[src/rtl/uc_pkg.sv]
// uc_pkg: shared encodings for the RV64 multi-cycle control unit
package uc_pkg;
    localparam logic [6:0] OP_LOAD   = 7'b0000011;
    localparam logic [6:0] OP_STORE  = 7'b0100011;
    localparam logic [6:0] OP_IMM    = 7'b0010011;
    localparam logic [6:0] OP_REG    = 7'b0110011;
    localparam logic [6:0] OP_BRANCH = 7'b1100011;
    localparam logic [6:0] OP_JAL    = 7'b1101111;
    localparam logic [6:0] OP_JALR   = 7'b1100111;
    localparam logic [6:0] OP_LUI    = 7'b0110111;
    localparam logic [6:0] OP_AUIPC  = 7'b0010111;

    localparam logic [2:0] IMM_I = 3'd0;
    localparam logic [2:0] IMM_J = 3'd1;
    localparam logic [2:0] IMM_U = 3'd2;
    localparam logic [2:0] IMM_B = 3'd3;
    localparam logic [2:0] IMM_S = 3'd4;

    localparam logic [1:0] ULA_NAO     = 2'd0;
    localparam logic [1:0] ULA_SOMA    = 2'd1;
    localparam logic [1:0] ULA_SUBTRAI = 2'd2;

    localparam logic [1:0] PC_MAIS4 = 2'd0;
    localparam logic [1:0] PC_IMM   = 2'd1;
    localparam logic [1:0] PC_ULA   = 2'd2;

    localparam logic [1:0] WB_ULA = 2'd0;
    localparam logic [1:0] WB_MEM = 2'd1;
    localparam logic [1:0] WB_PC4 = 2'd2;
    localparam logic [1:0] WB_IMM = 2'd3;

    typedef enum logic [2:0] {
        S_FETCH,
        S_DECODE,
        S_EXEC,
        S_MEM,
        S_WB,
        S_TRAP
    } estado_t;

    typedef enum logic [3:0] {
        C_NENHUMA,
        C_LD,
        C_SD,
        C_ADDI,
        C_ADD,
        C_SUB,
        C_BR,
        C_JAL,
        C_JALR,
        C_LUI,
        C_AUIPC
    } classe_t;

    // Branch condition from funct3; the ULA compares rs1 against rs2
    function automatic logic branch_tomado(
        input logic [2:0] funct3,
        input logic       igual,
        input logic       menor,
        input logic       maior_igual_u
    );
        case (funct3)
            3'b000:  return igual;
            3'b001:  return !igual;
            3'b100:  return menor;
            3'b101:  return !menor;
            3'b110:  return !maior_igual_u;
            3'b111:  return maior_igual_u;
            default: return 1'b0;
        endcase
    endfunction
endpackage

[src/rtl/unidade_controle_if.sv]
// unidade_controle_if: control unit link to datapath, instruction and data memories
interface unidade_controle_if;
    logic [31:0] instr;
    logic        imem_ready;
    logic        dmem_ready;
    logic        flag_igual;
    logic        flag_menor;
    logic        flag_maior_igual_u;
    logic        ir_load;
    logic        imem_req;
    logic        dmem_req;
    logic        dmem_we;
    logic        WeR;
    logic [2:0]  select_imm;
    logic [1:0]  soma_ou_subtrai;
    logic        usa_imm;
    logic        pc_we;
    logic [1:0]  pc_sel;
    logic [1:0]  wb_sel;
    logic        illegal;

    modport master (
        input  instr, imem_ready, dmem_ready, flag_igual, flag_menor, flag_maior_igual_u,
        output ir_load, imem_req, dmem_req, dmem_we, WeR, select_imm, soma_ou_subtrai,
               usa_imm, pc_we, pc_sel, wb_sel, illegal
    );

    modport slave (
        output instr, imem_ready, dmem_ready, flag_igual, flag_menor, flag_maior_igual_u,
        input  ir_load, imem_req, dmem_req, dmem_we, WeR, select_imm, soma_ou_subtrai,
               usa_imm, pc_we, pc_sel, wb_sel, illegal
    );
endinterface

[src/rtl/unidade_controle_decodificador_instr.sv]
// decodificador_instr: opcode/funct3/funct7 to instruction class, immediate type and legality
module decodificador_instr
    import uc_pkg::*;
(
    input  logic [6:0] opcode,
    input  logic [2:0] funct3,
    input  logic [6:0] funct7,
    output classe_t    classe,
    output logic [2:0] select_imm,
    output logic       legal
);
    always_comb begin
        classe = C_NENHUMA;
        select_imm = IMM_I;
        case (opcode)
            OP_LOAD:   classe = (funct3 == 3'b011) ? C_LD : C_NENHUMA;
            OP_STORE: begin
                classe = (funct3 == 3'b011) ? C_SD : C_NENHUMA;
                select_imm = IMM_S;
            end
            OP_IMM:    classe = (funct3 == 3'b000) ? C_ADDI : C_NENHUMA;
            OP_REG:    classe = (funct3 != 3'b000) ? C_NENHUMA :
                                (funct7 == 7'h00) ? C_ADD :
                                (funct7 == 7'h20) ? C_SUB : C_NENHUMA;
            OP_BRANCH: begin
                classe = (funct3[2:1] == 2'b01) ? C_NENHUMA : C_BR;
                select_imm = IMM_B;
            end
            OP_JAL: begin
                classe = C_JAL;
                select_imm = IMM_J;
            end
            OP_JALR:   classe = (funct3 == 3'b000) ? C_JALR : C_NENHUMA;
            OP_LUI: begin
                classe = C_LUI;
                select_imm = IMM_U;
            end
            OP_AUIPC: begin
                classe = C_AUIPC;
                select_imm = IMM_U;
            end
            default: ;
        endcase
    end

    assign legal = classe != C_NENHUMA;
endmodule

[src/rtl/unidade_controle.sv]
// unidade_controle: multi-cycle FSM sequencing fetch, decode, execute, memory and write-back
module unidade_controle
    import uc_pkg::*;
(
    input logic               clk,
    input logic               rst,
    unidade_controle_if.master bus
);
    estado_t    estado, prox;
    classe_t    classe;
    logic [6:0] opcode;
    logic [6:0] funct7;
    logic [2:0] funct3;
    logic [4:0] rd;
    logic [2:0] tipo_imm;
    logic       legal;
    logic       tomado;
    logic       ir_load;
    logic       pc_we;
    logic       wer;
    logic       ula_ativa;
    logic       unused_campos;

    decodificador_instr u_dec (
        .opcode     (opcode),
        .funct3     (funct3),
        .funct7     (funct7),
        .classe     (classe),
        .select_imm (tipo_imm),
        .legal      (legal)
    );

    // Register specifiers are consumed by the register bank, not by the control unit
    assign unused_campos = ^bus.instr[24:15];
    assign tomado = branch_tomado(funct3, bus.flag_igual, bus.flag_menor, bus.flag_maior_igual_u);

    always_ff @(posedge clk) begin
        if (rst) begin
            estado <= S_FETCH;
            opcode <= '0;
            funct3 <= '0;
            funct7 <= '0;
            rd <= '0;
        end else begin
            estado <= prox;
            if (ir_load) begin
                opcode <= bus.instr[6:0];
                rd <= bus.instr[11:7];
                funct3 <= bus.instr[14:12];
                funct7 <= bus.instr[31:25];
            end
        end
    end

    always_comb begin
        prox = estado;
        ir_load = 1'b0;
        pc_we = 1'b0;
        wer = 1'b0;
        bus.pc_sel = PC_MAIS4;
        bus.wb_sel = WB_ULA;
        bus.imem_req = 1'b0;
        bus.dmem_req = 1'b0;
        bus.dmem_we = 1'b0;
        bus.illegal = 1'b0;
        case (estado)
            S_FETCH: begin
                bus.imem_req = !rst;
                ir_load = bus.imem_ready && !rst;
                prox = bus.imem_ready ? S_DECODE : S_FETCH;
            end
            S_DECODE: prox = legal ? S_EXEC : S_TRAP;
            S_EXEC: begin
                pc_we = classe == C_BR;
                bus.pc_sel = (classe == C_BR && tomado) ? PC_IMM : PC_MAIS4;
                prox = (classe == C_BR) ? S_FETCH :
                       (classe inside {C_LD, C_SD}) ? S_MEM : S_WB;
            end
            S_MEM: begin
                bus.dmem_req = 1'b1;
                bus.dmem_we = classe == C_SD;
                pc_we = bus.dmem_ready && classe == C_SD;
                prox = !bus.dmem_ready ? S_MEM : (classe == C_SD) ? S_FETCH : S_WB;
            end
            S_WB: begin
                wer = rd != '0;
                pc_we = 1'b1;
                bus.pc_sel = (classe == C_JAL) ? PC_IMM : (classe == C_JALR) ? PC_ULA : PC_MAIS4;
                bus.wb_sel = (classe == C_LD) ? WB_MEM :
                             (classe inside {C_JAL, C_JALR}) ? WB_PC4 :
                             (classe == C_LUI) ? WB_IMM : WB_ULA;
                prox = S_FETCH;
            end
            S_TRAP: bus.illegal = 1'b1;
            default: prox = S_FETCH;
        endcase
    end

    // A reset arriving mid-instruction must never commit architectural state
    assign bus.ir_load = ir_load;
    assign bus.pc_we = pc_we && !rst;
    assign bus.WeR = wer && !rst;

    assign ula_ativa = estado inside {S_EXEC, S_MEM, S_WB};
    assign bus.select_imm = (estado inside {S_DECODE, S_EXEC, S_MEM, S_WB}) ? tipo_imm : IMM_I;
    assign bus.soma_ou_subtrai = !ula_ativa ? ULA_NAO :
                                 (classe inside {C_ADD, C_ADDI, C_LD, C_SD, C_JALR, C_AUIPC}) ? ULA_SOMA :
                                 (classe inside {C_SUB, C_BR}) ? ULA_SUBTRAI : ULA_NAO;
    assign bus.usa_imm = ula_ativa && (classe inside {C_LD, C_SD, C_ADDI, C_JALR});
endmodule

[src/flat_wrapper.sv]
// flat-port wrapper written by rule: the top's interface ports become plain ports
module unidade_controle_flat import uc_pkg::*;
  (clk, rst, bus_instr, bus_imem_ready, bus_dmem_ready, bus_flag_igual, bus_flag_menor, bus_flag_maior_igual_u, bus_ir_load, bus_imem_req, bus_dmem_req, bus_dmem_we, bus_WeR, bus_select_imm, bus_soma_ou_subtrai, bus_usa_imm, bus_pc_we, bus_pc_sel, bus_wb_sel, bus_illegal);
  unidade_controle_if bus_i ();
  input logic clk;
  input logic rst;
  input wire logic [$bits(bus_i.instr)-1:0] bus_instr;
  input wire logic [$bits(bus_i.imem_ready)-1:0] bus_imem_ready;
  input wire logic [$bits(bus_i.dmem_ready)-1:0] bus_dmem_ready;
  input wire logic [$bits(bus_i.flag_igual)-1:0] bus_flag_igual;
  input wire logic [$bits(bus_i.flag_menor)-1:0] bus_flag_menor;
  input wire logic [$bits(bus_i.flag_maior_igual_u)-1:0] bus_flag_maior_igual_u;
  output wire logic [$bits(bus_i.ir_load)-1:0] bus_ir_load;
  output wire logic [$bits(bus_i.imem_req)-1:0] bus_imem_req;
  output wire logic [$bits(bus_i.dmem_req)-1:0] bus_dmem_req;
  output wire logic [$bits(bus_i.dmem_we)-1:0] bus_dmem_we;
  output wire logic [$bits(bus_i.WeR)-1:0] bus_WeR;
  output wire logic [$bits(bus_i.select_imm)-1:0] bus_select_imm;
  output wire logic [$bits(bus_i.soma_ou_subtrai)-1:0] bus_soma_ou_subtrai;
  output wire logic [$bits(bus_i.usa_imm)-1:0] bus_usa_imm;
  output wire logic [$bits(bus_i.pc_we)-1:0] bus_pc_we;
  output wire logic [$bits(bus_i.pc_sel)-1:0] bus_pc_sel;
  output wire logic [$bits(bus_i.wb_sel)-1:0] bus_wb_sel;
  output wire logic [$bits(bus_i.illegal)-1:0] bus_illegal;
  assign bus_i.instr = bus_instr;
  assign bus_i.imem_ready = bus_imem_ready;
  assign bus_i.dmem_ready = bus_dmem_ready;
  assign bus_i.flag_igual = bus_flag_igual;
  assign bus_i.flag_menor = bus_flag_menor;
  assign bus_i.flag_maior_igual_u = bus_flag_maior_igual_u;
  assign bus_ir_load = bus_i.ir_load;
  assign bus_imem_req = bus_i.imem_req;
  assign bus_dmem_req = bus_i.dmem_req;
  assign bus_dmem_we = bus_i.dmem_we;
  assign bus_WeR = bus_i.WeR;
  assign bus_select_imm = bus_i.select_imm;
  assign bus_soma_ou_subtrai = bus_i.soma_ou_subtrai;
  assign bus_usa_imm = bus_i.usa_imm;
  assign bus_pc_we = bus_i.pc_we;
  assign bus_pc_sel = bus_i.pc_sel;
  assign bus_wb_sel = bus_i.wb_sel;
  assign bus_illegal = bus_i.illegal;
  unidade_controle u_core (.clk(clk), .rst(rst), .bus(bus_i));
endmodule
[config.mk]
export PLATFORM = sky130hd
export DESIGN_NAME = unidade_controle_flat
export DESIGN_NICKNAME = d
export VERILOG_FILES = /design/src/rtl/uc_pkg.sv /design/src/rtl/unidade_controle_if.sv /design/src/rtl/unidade_controle_decodificador_instr.sv /design/src/rtl/unidade_controle.sv /design/src/flat_wrapper.sv
export SDC_FILE = /design/constraint.sdc
export NUM_CORES = 1
export LEC_CHECK = 0
export CORE_MARGIN = 10
export CORE_UTILIZATION = 45
export DETAILED_ROUTE_END_ITERATION = 12
export HOLD_SLACK_MARGIN = 0.1
export PLACE_DENSITY = 0.88
export SYNTH_ARGS = -nofsm -noshare
export SYNTH_HDL_FRONTEND = slang
export SYNTH_HIERARCHICAL = 1
export SYNTH_SLANG_ARGS = --single-unit
[constraint.sdc]
create_clock -name clk -period 3 [get_ports clk]
set_input_delay 0.45 -clock clk [delete_from_list [all_inputs] [get_ports clk]]
set_output_delay 0.45 -clock clk [all_outputs]
set_load 0.05 [all_outputs]
Word-level counts from Yosys, hierarchy flattened
Index checks and enable logic that the tools add are counted.

storage, ports and cells
  input port bits = 39
  output and inout port bits = 17
  word-level logic and storage cells = 98
  bits in registers = 25

cells by class
  reduce and logical (&&, ||, !) cells = 24
  multiplexer cells = 37
  eq/ne operators = 32

operators with widths
  operator              count
  $pmux W4 S9           1
  $mux W3               10
  $eq A7 B6 Y1 const B  4
  $mux W2               11
  $eq A7 B7 Y1 const B  3
  $eq A3 B3 Y1 const B  6
  $eq A4 B3 Y1 const B  4
  $pmux W3 S5           1
  $eq A7 B5 Y1 const B  2
  $eq A4 B4 Y1 const B  3
  $pmux W3 S4           1
  $reduce_bool A4 Y1    3
  $eq A3 B2 Y1 const B  3
  $mux W1               9
  $eq A4 B2 Y1 const B  2
  $eq A7 B2 Y1 const B  1
  $logic_not A7 Y1      1
  $eq A3 B1 Y1 const B  2
  $logic_and A1 B1 Y1   6
  $logic_not A3 Y1      2
  $pmux W1 S6           1
  $reduce_bool A2 Y1    3
  $reduce_bool A3 Y1    2
  $reduce_bool A6 Y1    1
  other kinds (8)       11

Logic depth before layout (Yosys ltp)
Gate-level depths: netlist (run 1).

  word-level depth = 10
  gate-level depth with buffers = 10

By module
Netlist (run 1), hierarchy kept.

by module, submodules not included
  module               cells an instance  instances  area an instance (um2)
  unidade_controle     171                1          1,303.8
  decodificador_instr  48                 1          314.1

Worst setup path after synthesis (run 1)
Ideal clock, no wire load.

  path type = flip-flop to output port
  start point = register u_core.funct3[1]
  end point = output port bus_soma_ou_subtrai[1]
  data arrival time = 3.120 ns
  path buffers = 1
  data required time = 2.550 ns
  cell stages (with the launch flop) = 8
  path slack = -0.570 ns
  cell sequence = dfxtp_1 -> or4b_4 -> nor4_4 -> nand2_1 -> nand2_1 -> buf_2 -> inv_2 -> nor4_1

between the ends
  word-level cells in the longest chain between the ends = 8
  elaborated cells on any way between the ends = 24
  classes of those cells = eq/ne: 10; mux: 10; reduce/logical: 4

ends and longest elaborated chain
  what                                                line                                                                                    RTL
  start, declared                                     unidade_controle.sv:13                                                                  logic [2:0] funct3;
  start signal, assigned                              unidade_controle.sv:49                                                                  funct3 <= bus.instr[14:12];
  $eq A2 B1 Y1 or $reduce_bool A3 Y1 (tied branches)  unidade_controle_decodificador_instr.sv:26, unidade_controle_decodificador_instr.sv:22
  $mux W3 (on tied branches)                          unidade_controle_decodificador_instr.sv:26, unidade_controle_decodificador_instr.sv:22
  $pmux W4 S9 (*)                                     unidade_controle_decodificador_instr.sv:15                                              case (opcode)
  named net u_core.classe[2]                          unidade_controle.sv:10                                                                  classe_t classe;
  $eq A4 B3 Y1                                        unidade_controle.sv:108                                                                 (classe inside {C_SUB, C_BR}) ? ULA_SUBTRAI : ULA_NAO;
  $reduce_bool A2 Y1                                  unidade_controle.sv:108
  $mux W2                                             unidade_controle.sv:108
  $mux W2 (*)                                         unidade_controle.sv:107                                                                 (classe inside {C_ADD, C_ADDI, C_LD, C_SD, C_JALR, C_AUIPC}) ? ULA_SOMA :
  $mux W2 (*)                                         unidade_controle.sv:106                                                                 assign bus.soma_ou_subtrai = !ula_ativa ? ULA_NAO :
  end, declared                                       flat_wrapper.sv:19                                                                      output wire logic [$bits(bus_i.soma_ou_subtrai)-1:0] bus_soma_ou_subtrai;

The timed path passes the listed nets; every way through them passes the cells marked *.

Worst setup path in the final report (run 1)
  start point = register u_core.funct3[1]
  end point = output port bus_usa_imm

between the ends
  word-level cells in the longest chain between the ends = 6
  elaborated cells on any way between the ends = 17
  classes of those cells = eq/ne: 6; mux: 7; reduce/logical: 4

ends and longest elaborated chain
  what                                  line                                        RTL
  $eq A3 B2 Y1 (tied with other cells)  unidade_controle_decodificador_instr.sv:16  OP_LOAD: classe = (funct3 == 3'b011) ? C_LD : C_NENHUMA;
  $mux W1 (tied with other cells)       unidade_controle_decodificador_instr.sv:16
  $pmux W4 S9 (*)                       unidade_controle_decodificador_instr.sv:15
  named net u_core.classe[0]            unidade_controle.sv:10
  $eq A4 B1 Y1 (tied with other cells)  unidade_controle.sv:109                     assign bus.usa_imm = ula_ativa && (classe inside {C_LD, C_SD, C_ADDI, C_JALR});
  $reduce_bool A4 Y1 (*)                unidade_controle.sv:109
  $logic_and A1 B1 Y1 (*)               unidade_controle.sv:109
  end, declared                         flat_wrapper.sv:20                          output wire logic [$bits(bus_i.usa_imm)-1:0] bus_usa_imm;

Marked as above.

==> flow_metrics.tcl, run 1 <==
set metrics [dict create \
    die_x_um 80.0 \
    fin_cells 316 \
    row_count 21 \
    critical_path_arrival_ns 2.60 \
    cts_max_path_buffers 2 \
    end_kind "output port" \
    p_clk_frac 0.199 \
    drive_gt1_frac 0.222 \
    num_io_pins 56 \
    drt_iter0_drc 107 \
    tightest_slew_ns 0.789 \
    vdd_drop_max_mv 0.286 \
    syn_avg_cell_area_um2 7.39 \
    hold_violations 0 \
    period_share 1.02 \
    start_util 0.474 \
    port-buffer-count 45 \
    gr-usage-all-layers 0.126 \
    power.density_nw_per_um2 301 \
    grt_start_max_net_pins 24 \
    yosys_most_used_dff "dfxtp_1" \
    synth.distinct_cells 50 \
    yosysMostFrequentCell "nand2_1" \
    timing.rr.start "u_core/funct3[1]$_SDFFE_PP0P_" \
    setup_violations 5 \
    synth_edf_count 0 \
    routedWlPerCell_um 14.2 \
    clk_latency_ns 0.31 \
    firstDrtPassIters 6 \
    internal_power_w 0.000500 \
    violations "negative setup slack" \
    routed_via_density 5.43 \
    route.detailed.drc 0 \
    place_hpwl_mm 3.16 \
    share_comb_of_total_power 0.268 \
    cts_max_level 1 \
    netlist_area_um2 1620 \
    die_h_um 80.0 \
    startpoint_type "flop" \
    synthTopCellsByCount "53 x nand2_1, 26 x a21oi_1, 25 x dfxtp_1, 14 x nor2_1" \
    dpl.cell_count 301 \
    ys_seq_area_frac 0.309 \
    switching_share 0.296 \
    fin_nets 310 \
    drt.antenna.violating_nets 0 \
    critical_path_class "flop to output port" \
    reg2reg_slack_ns 0.49 \
    area_growth_pct 45.9 \
    drv_slew 0 \
    antenna_cells 0 \
    synth_area_leader_cell "dfxtp_1" \
    die_area_um2 6390 \
    cp_max_fo 6 \
    p_seq_frac 0.533 \
    netlist_instances 219 \
    startpoint "u_core/funct3[1]$_SDFFE_PP0P_" \
    syn_nets 258 \
    yosysWarnings 6 \
    synth_area_leaders "dfxtp_1 31%, nand2_1 12%, a21oi_1 8.0%" \
    tritoncts "built" \
    place_worst_setup_slack_ns 0.325 \
    clk_pin_slew_ns 0.12 \
    rsz0062_at_grt "true" \
    antenna_found_initial 0 \
    p_sw_w 0.000210 \
    timing.fmax_ghz 0.328 \
    grt_pass1_vias 1544 \
    coreArea_um2 3420 \
    cts_root_buf "clkbuf_4" \
    hp-start "u_core/rd[4]$_SDFFE_PP0P_" \
    required_ns 2.55 \
    drv_cap 0 \
    ys_ff_latch 25 \
    clkSinkCount 25 \
    grt_pass1_wl_mm 6.76 \
    fin_crit_ns 3.05 \
    overflow 0 \
    fin_ws_ns -0.0458 \
    drt-total-wl_mm 4.48 \
    finalClockSkew_ns 0.00160 \
    vias 1716 \
    status "finished, violations left" \
    gp_congestion 0.875 \
    synthArstFlopShare 0 \
    synth_top_area_frac 0.309 \
    max-slew-margin-rel 0.474 \
    leakagePower_nw 0.878 \
    p_total_w 0.000710 \
    hp-class "flop to flop" \
    cts_buffers 3 \
]
==> layout by cell type, fill, tap and decap left out, types with 2 or more instances in the layout <==
master           netlist  routed
xnor2_1                4       4
nand2_1               53      50
inv_1                  2       2
buf_4                  3      19
a31oi_1                3       2
buf_12                 0       7
nor4_1                 3       2
nor2_1                14      11
or3b_1                 2       2
nand4_1                6       6
nor3_1                 6       4
nand2_2                0       2
a21oi_1               26      26
a32oi_1                2       2
nor2b_1                5       4
o211ai_1               2       2
inv_2                  2       2
dfxtp_4                0       3
a211oi_1               2       2
o21ai_1                4       4
nand3b_1               4       4
clkbuf_16              0       2
dfxtp_1               25      21
clkdlybuf4s50_1        0      33
nor2_4                 1       2
nand2b_1               3       3
clkbuf_4               0       3
nor3_2                 0       2
mux2i_1                3       3
and3_1                 5       5
and2_1                 3       3
nor2_2                 1       3
==> critical path, cell delays in order (launching register included) <==
cell,delay (ns)
dfxtp_4,0.37
or4b_4,0.57
nor4_4,0.32
buf_4,0.19
nand3_4,0.08
nand2_4,0.10
buf_6,0.10
nor2_2,0.03
xor2_1,0.15
nor3_2,0.17
clkbuf_16,0.20
==> power by group through the flow <==
stage	logic (W)	clock network, W	registers (W)
after floorplan	0.000119	0	0.000379
after global placement	0.000174	0	0.000385
after detailed placement	0.000178	0	0.000387
after CTS	0.000179	0.000147	0.000379
after global routing	0.000209	0.000159	0.000382
final	0.000190	0.000141	0.000379
==> kinds of logic (layout without fill, tap and decap cells) <==
| family | Yosys count | in the layout | share of synthesized area |
|---|---|---|---|
| AOI/OAI and AO/OA | 45 | 45 | 0.163 |
| xor gates and xnor gates | 5 | 5 | 0.0271 |
| buffers and inverters | 19 | 70 | 0.0681 |
| DFF | 25 | 25 | 0.309 |
| muxes | 3 | 3 | 0.0186 |
| and+or+nand+nor | 122 | 122 | 0.414 |
==> final timing paths <==
check,to,depth (start not counted)
worst min-delay path,u_core/rd[4]$_SDFFE_PP0P_,2
worst max register to register,u_core/estado[0]$_SDFFE_PP0N_,10
worst min register to register,u_core/rd[4]$_SDFFE_PP0P_,2
worst max-delay path,bus_usa_imm,10
==> routing by layer <==
layer,track usage,vias to the layer above,part of all wire
met5,0,-,0
met1,0.142,772,0.43
met4,0.0599,0,0.026
met2,0.217,65,0.49
li1,-,867,-
met3,0.0282,12,0.057
==> registers in the layout, summed over array words and instances (netlist names) <==
| name | cells |
|---|---|
| u_core/estado | 3 |
| u_core/rd | 5 |
| u_core/funct7 | 7 |
| u_core/funct3 | 3 |
| u_core/opcode | 7 |
==> timing repair <==
| action | CTS | global route |
|---|---|---|
| hold endpoints to repair | 0 | 0 |
| resized for setup | 1 | 23 |
| buffers inserted | 0 | 11 |
| pin swaps | 1 | 9 |
| hold buffers | 0 | 0 |
| setup endpoints to repair | 4 | 7 |
==> metrics by stage <==
| step | setup TNS, ns | instance area [um2] | hold WS, ns | util |
|---|---|---|---|---|
| floorplan | 0 | 1640 | 0.431 | - |
| global placement | 0 | 2180 | 0.441 | 0.638 |
| detailed placement | 0 | 2180 | 0.446 | 0.638 |
| CTS | 0 | 2210 | 0.463 | 0.646 |
| global route | -0.817 | 2360 | 0.487 | 0.691 |
| finish | -0.131 | 2360 | 0.462 | 0.691 |
==> area by class of cell <==
class / instances / area [um2]
Fill cell: 284 / 1060
Clock buffer: 4 / 26.3
Inverter: 4 / 15.0
Multi-Input combinational cell: 175 / 1070
Timing Repair Buffer: 62 / 674
Tap cell: 46 / 57.6
Sequential cell: 25 / 513
No activity file was read; power rests on OpenSTA's default activity.
==> run 2, diff against run 1 <==
--- a/config.mk
+++ b/config.mk
@@ -10,6 +10,7 @@
 export DETAILED_ROUTE_END_ITERATION = 12
 export HOLD_SLACK_MARGIN = 0.1
 export PLACE_DENSITY = 0.88
+export SLEW_MARGIN = 20
 export SYNTH_ARGS = -nofsm -noshare
 export SYNTH_HDL_FRONTEND = slang
 export SYNTH_HIERARCHICAL = 1
==> results of run 2 <==
Same layout as run 1: the final DEF is identical, and so are final timing and power.
